==> src/rtl/ifetch_pkg.sv <==
// rtl/ifetch_pkg.sv - shared encodings and defaults for the instruction-fetch front end
package ifetch_pkg;

  // Next-PC select encodings, shared with the main control decoder
  localparam logic [1:0] NPC_PLUS4  = 2'b00;
  localparam logic [1:0] NPC_BRANCH = 2'b01;
  localparam logic [1:0] NPC_JUMP   = 2'b10;
  localparam logic [1:0] NPC_JR     = 2'b11;

  typedef enum logic {
    S_FETCH = 1'b0,
    S_EXEC  = 1'b1
  } state_t;

  localparam logic [31:0] DEFAULT_RESET_PC = 32'h0000_3000;

endpackage

==> src/rtl/ifetch_npc.sv <==
// rtl/ifetch_npc.sv - combinational next-PC computation, reusable by a pipelined front end
module npc
  import ifetch_pkg::*;
(
  input  logic [31:0] pc,
  input  logic [31:0] instr,
  input  logic [1:0]  PC_sel,
  input  logic        zero,
  input  logic [31:0] jr_target,
  output logic [31:0] next_pc,
  output logic        misalign
);

  logic [31:0] pc4;
  logic [31:0] br_off;
  logic        unused_opcode;

  assign pc4           = pc + 32'd4;
  assign br_off        = {{14{instr[15]}}, instr[15:0], 2'b00};
  assign unused_opcode = &{1'b0, instr[31:26]};

  always_comb begin
    next_pc  = pc4;
    misalign = 1'b0;
    case (PC_sel)
      NPC_PLUS4:  next_pc = pc4;
      NPC_BRANCH: next_pc = zero ? (pc4 + br_off) : pc4;
      NPC_JUMP:   next_pc = {pc4[31:28], instr[25:0], 2'b00};
      NPC_JR: begin
        next_pc  = {jr_target[31:2], 2'b00};
        misalign = (jr_target[1:0] != 2'b00);
      end
      default:    next_pc = pc4;
    endcase
  end

endmodule

==> src/rtl/ifetch.sv <==
// rtl/ifetch.sv - PC owner, single-outstanding imem fetch, instruction register and retire handling
module ifetch
  import ifetch_pkg::*;
#(
  parameter logic [31:0] RESET_PC = DEFAULT_RESET_PC,
  parameter int          TIMEOUT  = 16
) (
  input  logic        clk,
  input  logic        rstn,
  output logic        imem_req,
  output logic [31:0] imem_addr,
  input  logic        imem_rvalid,
  input  logic [31:0] imem_rdata,
  output logic [31:0] instr,
  output logic [5:0]  opcode,
  output logic [5:0]  func,
  output logic        instr_valid,
  output logic [31:0] pc,
  input  logic        retire,
  input  logic [1:0]  PC_sel,
  input  logic        zero,
  input  logic [31:0] jr_target,
  output logic        fetch_err,
  output logic [31:0] retired_cnt
);

  localparam logic [7:0] TCNT_MAX = 8'(TIMEOUT - 1);

  state_t      state, state_n;
  logic [31:0] pc_r, pc_n;
  logic [31:0] instr_r, instr_n;
  logic [7:0]  tcnt, tcnt_n;
  logic        drop, drop_n;
  logic        err_r, err_n;
  logic [31:0] cnt_r, cnt_n;
  logic        req_r;
  logic        ivalid_r;
  logic [31:0] next_pc;
  logic        misalign;

  npc u_npc (
    .pc        (pc_r),
    .instr     (instr_r),
    .PC_sel    (PC_sel),
    .zero      (zero),
    .jr_target (jr_target),
    .next_pc   (next_pc),
    .misalign  (misalign)
  );

  always_ff @(posedge clk or negedge rstn) begin
    if (!rstn) begin
      state    <= S_FETCH;
      pc_r     <= RESET_PC;
      instr_r  <= '0;
      tcnt     <= '0;
      drop     <= 1'b0;
      err_r    <= 1'b0;
      cnt_r    <= '0;
      req_r    <= 1'b1;
      ivalid_r <= 1'b0;
    end else begin
      state    <= state_n;
      pc_r     <= pc_n;
      instr_r  <= instr_n;
      tcnt     <= tcnt_n;
      drop     <= drop_n;
      err_r    <= err_n;
      cnt_r    <= cnt_n;
      req_r    <= (state_n == S_FETCH) && !drop_n;
      ivalid_r <= (state_n == S_EXEC);
    end
  end

  always_comb begin
    state_n = state;
    pc_n    = pc_r;
    instr_n = instr_r;
    tcnt_n  = tcnt;
    drop_n  = 1'b0;
    err_n   = err_r;
    cnt_n   = cnt_r;
    case (state)
      S_FETCH: begin
        // The drop cycle after a timeout ignores rvalid; the request is reissued next cycle
        if (drop) begin
          tcnt_n = '0;
        end else if (imem_rvalid) begin
          instr_n = imem_rdata;
          tcnt_n  = '0;
          state_n = S_EXEC;
        end else if (tcnt == TCNT_MAX) begin
          err_n  = 1'b1;
          tcnt_n = '0;
          drop_n = 1'b1;
        end else begin
          tcnt_n = tcnt + 8'd1;
        end
      end
      S_EXEC: begin
        if (retire) begin
          pc_n    = next_pc;
          cnt_n   = cnt_r + 32'd1;
          state_n = S_FETCH;
          if (misalign) err_n = 1'b1;
        end
      end
      default: state_n = S_FETCH;
    endcase
  end

  assign imem_req    = req_r;
  assign imem_addr   = pc_r;
  assign pc          = pc_r;
  assign instr       = instr_r;
  assign opcode      = instr_r[31:26];
  assign func        = instr_r[5:0];
  assign instr_valid = ivalid_r;
  assign fetch_err   = err_r;
  assign retired_cnt = cnt_r;

endmodule

==> config.mk <==
export PLATFORM = sky130hd
export DESIGN_NAME = ifetch
export DESIGN_NICKNAME = d
export VERILOG_FILES = /design/src/rtl/ifetch_pkg.sv /design/src/rtl/ifetch_npc.sv /design/src/rtl/ifetch.sv
export SDC_FILE = /design/constraint.sdc
export NUM_CORES = 1
export LEC_CHECK = 0
export CAP_MARGIN = 5
export CORE_ASPECT_RATIO = 1.4
export CORE_MARGIN = 3
export CORE_UTILIZATION = 50
export CTS_CLUSTER_SIZE = 14
export DETAILED_ROUTE_END_ITERATION = 12
export MAX_ROUTING_LAYER = met4
export PLACE_DENSITY = 0.84
export SLEW_MARGIN = 5
export SYNTH_ARGS = -nofsm -noshare
export SYNTH_HDL_FRONTEND = slang
export SYNTH_SLANG_ARGS = --single-unit
==> constraint.sdc <==
create_clock -name clk -period 6.58 [get_ports clk]
set_input_delay 1.645 -clock clk [delete_from_list [all_inputs] [get_ports clk]]
set_output_delay 1.645 -clock clk [all_outputs]
set_load 0.02 [all_outputs]
==> impl_metrics.csv <==
group,metric,value,unit
global_routing,grt_pass1_vias,7267,
job,maxCapViolations,0,
detailed_routing,viasPerCell,6.06,
sta,setup-tns-final,0,ns
clocking,path_clk_slew,0.07,ns
detailed_routing,wl_per_cell,20.0,um
floorplan,ios,214,
clocking,clock-sinks,106,
clocking,post-cts-setup-buffer-count,0,
logic_synthesis,synth_edf_count,0,
logic_synthesis,yosys.area.top_type,"dfrtp_1",
worst_setup_path,criticalPathCategory,"register to register",
global_routing,grt-ovfl-total,0,
clocking,root_buffer,"clkbuf_16",
worst_setup_path,r2r_start,"imem_addr[12]",
sta,fmax,245,MHz
detailed_routing,via_count,7316,
worst_setup_path,cpMaxStageDelayCell,"dfstp_2",
pwr,swShare,46.2,%
hold_path,holdCritPathClass,"register to register",
final_layout,multi_input_area,4540,um^2
final_layout,fin_nets,1124,
outcome,status,"finished clean",
hold_path,hold-path-endpoint,"retired_cnt[31]",
detailed_routing,drt-total-wl,24200,um
worst_setup_path,required,6.80,ns
pwr,irDropWorstVdd,0.222,mV
floorplan,placementRows,53,
final_layout,final_cell_mix,"clkdlybuf4s50_1, dfrtp_1, nand2_1, o21ai_0, a21oi_1",
logic_synthesis,ys_seq_elements,106,
sta,relSlewSlack,34.6,%
floorplan,initial_core_util,51.2,%
worst_setup_path,path_cells,"nand4_1 > nor4_1 > nand2_1 > xnor2_1 > ha_1 > nand4_1 > o22ai_1 > a211oi_1 > o21a_1 > a21oi_1 > or3_1 > a31oi_1 > o21ai_0",
detailed_routing,drt-initial-drc-count,547,
floorplan,dieArea,17000,um^2
detailed_routing,firstDrtPassIters,5,
global_routing,gr-usage-all-layers,28.6,%
sta,hold_slack,0.485,ns
pwr,power.density,378,nW/um^2
worst_setup_path,r2r-end,"imem_addr[26]",
final_layout,synthToLayoutAreaGrowth,28.5,%
clocking,clock_path_buffers,2,
sta,drv_slew,0,
floorplan,die_x,111,um
global_routing,grt_pass1_wl,37900,um
final_layout,final_common_cell,"clkdlybuf4s50_1",
worst_setup_path,cp_common_cell,"nand4_1",
logic_synthesis,avgSynthCellArea,8.98,um^2
placement,port_buffers,209,
logic_synthesis,synth_area_leaders,"dfrtp_1, ha_1, xnor2_1",
detailed_routing,drc_errors,0,
final_layout,drive_gt1_share,7.28,%
global_routing,grt_max_degree,61,
global_routing,antenna_found_initial,0,
placement,gp_congestion,1.00,
clocking,cts_buffers,9,
clocking,clock_latency,0.36,ns
worst_setup_path,critPathMaxStageDelay,0.64,ns
sta,finalCritPeriodShare,62.1,%
logic_synthesis,synthDistinctLibCells,67,
pwr,p_sw,1730,uW
pwr,p_leak,0.00417,uW
final_layout,n_antenna_cell,0,
sta,layout_min_cycle_time,4.09,ns
logic_synthesis,synthFlopType,"dfrtp_1",
logic_synthesis,netlist_instances,859,
sta,rsz0062_at_grt,"no",
floorplan,fp.coreArea,15100,um^2
logic_synthesis,synth_warnings,0,
clocking,cts_tree,"done",
worst_setup_path,ff2ff_setup_slack,2.49,ns
floorplan,die_y,153,um
hold_path,whs_path_depth,1,
sta,fin_worst_skew,0.00948,ns
logic_synthesis,ys_async_sr_fraction,100,%
pwr,p_clk_share,14.2,%
worst_setup_path,ff2ff_path_depth,13,
logic_synthesis,synth_top_area_share,33.4,%
logic_synthesis,syn-cell-area,7710,um^2
clocking,h-tree-depth,3,
worst_setup_path,worstPathMaxFanout,9,
final_layout,fillers,1235,
worst_setup_path,crit_path_end_kind,"register",
detailed_routing,antenna_left,0,
final_layout,seq_area,2660,um^2
logic_synthesis,seq_area_frac_synth,34.4,%
clocking,hold_buffers,0,
worst_setup_path,cp_data_arrival_time,4.31,ns
sta,finalHoldViolations,0,
hold_path,hp-start,"retired_cnt[31]",
sta,setup_viol,0,
pwr,p_int,2020,uW
clocking,cts_resized,0,
sta,worst_pin_slew,0.978,ns
pwr,pwr-share-comb,57.6,%
placement,dp_hpwl,18200,um
worst_setup_path,worst_setup_path_start_kind,"register",
pwr,p_seq_share,28.3,%
how the worst max path moves through the flow:
stage	from	endpoint	slack, ns	cells past startpoint
floorplan	imem_addr[4]	imem_addr[31]	2.87	15
global placement	zero	imem_addr[29]	2.25	7
detailed placement	zero	imem_addr[29]	2.31	7
CTS	imem_addr[4]	imem_addr[31]	2.56	14
global route	imem_addr[12]	imem_addr[28]	2.21	13
finish	imem_addr[12]	imem_addr[26]	2.49	13
per-layer routing:
metal	wire, um	track usage, %
met3	1340	3.56
met4	1250	15.0
met1	9170	32.2
met5	0	-
met2	12400	49.4
state kept, by name, indices dropped and copies added (netlist names):
signal / cells
instr: 32
drop: 1
retired_cnt: 32
tcnt: 8
imem_req: 1
instr_valid: 1
imem_addr: 30
fetch_err: 1
cell families (layout without fill, tap and decap cells):
group	Yosys count	in the layout	share of synthesized area (%)
AND/OR/NAND/NOR	278	278	18.1
AO/OA/AOI/OAI	206	206	16.7
flip-flops	106	106	34.4
buffers and inverters	91	245	6.89
XOR/XNOR	78	78	8.95
multiplexers	58	58	8.11
adder cells (fa/ha/maj)	41	41	6.75
other	1	4	0.0486
stage by stage:
step                      total power, uW  setup slack (ns)  instance area, um^2  util (%)  instances
after CTS                            3730              2.56                 9910      65.8       1208
after floorplan                      2440              2.87                 7720         -        862
after global placement               3170              2.25                 9630      64.0       1193
final                                3750              2.49                 9910      65.8       1208
after global routing                 3960              2.21                 9910      65.8       1208
after detailed placement             3190              2.31                 9630      64.0       1193
final cells by class:
cell class,instances,share of cell area (%)
Multi-Input combinational cell,665,45.8
Sequential cell,106,26.8
Timing Repair Buffer,216,21.6
Tap cell,192,2.42
Clock buffer,10,2.41
Inverter,14,0.530
Clock inverter,5,0.442
cell usage after synthesis (5+ instances only):
master	number
nor2_1	53
a22o_1	5
o21ai_0	66
a211oi_1	8
dfrtp_1	103
and4_1	6
o22ai_1	6
nor2b_1	6
ha_1	40
a221oi_1	6
and3_1	11
or3_1	6
o221ai_1	6
a21o_1	9
clkbuf_1	26
nand4_1	28
a21oi_1	54
buf_4	48
nor3_1	14
a31oi_1	8
and2_1	6
xnor2_1	47
nand2_1	93
inv_1	14
mux2i_1	22
mux2_2	36
xor2_1	30
nand3_1	31
nand2b_1	9
critical path, delay by kind of cell (launching register included):
kind / cells / cell delay [ns]
and+or+nand+nor: 5 / 1.50
AOI/OAI and AO/OA: 6 / 1.07
DFF: 1 / 0.64
adders and majority gates: 1 / 0.37
xor gates and xnor gates: 1 / 0.36
power by group through the flow:
stage | Sequential, uW | Combinational (uW) | Clock [uW]
6_report | 1060 | 2160 | 531
5_1_grt | 1090 | 2320 | 558
3_5_place_dp | 1070 | 2120 | 0
2_1_floorplan | 1140 | 1290 | 0
3_3_place_gp | 1060 | 2100 | 0
4_1_cts | 1060 | 2140 | 536
No activity file was read; power rests on OpenSTA's default activity.
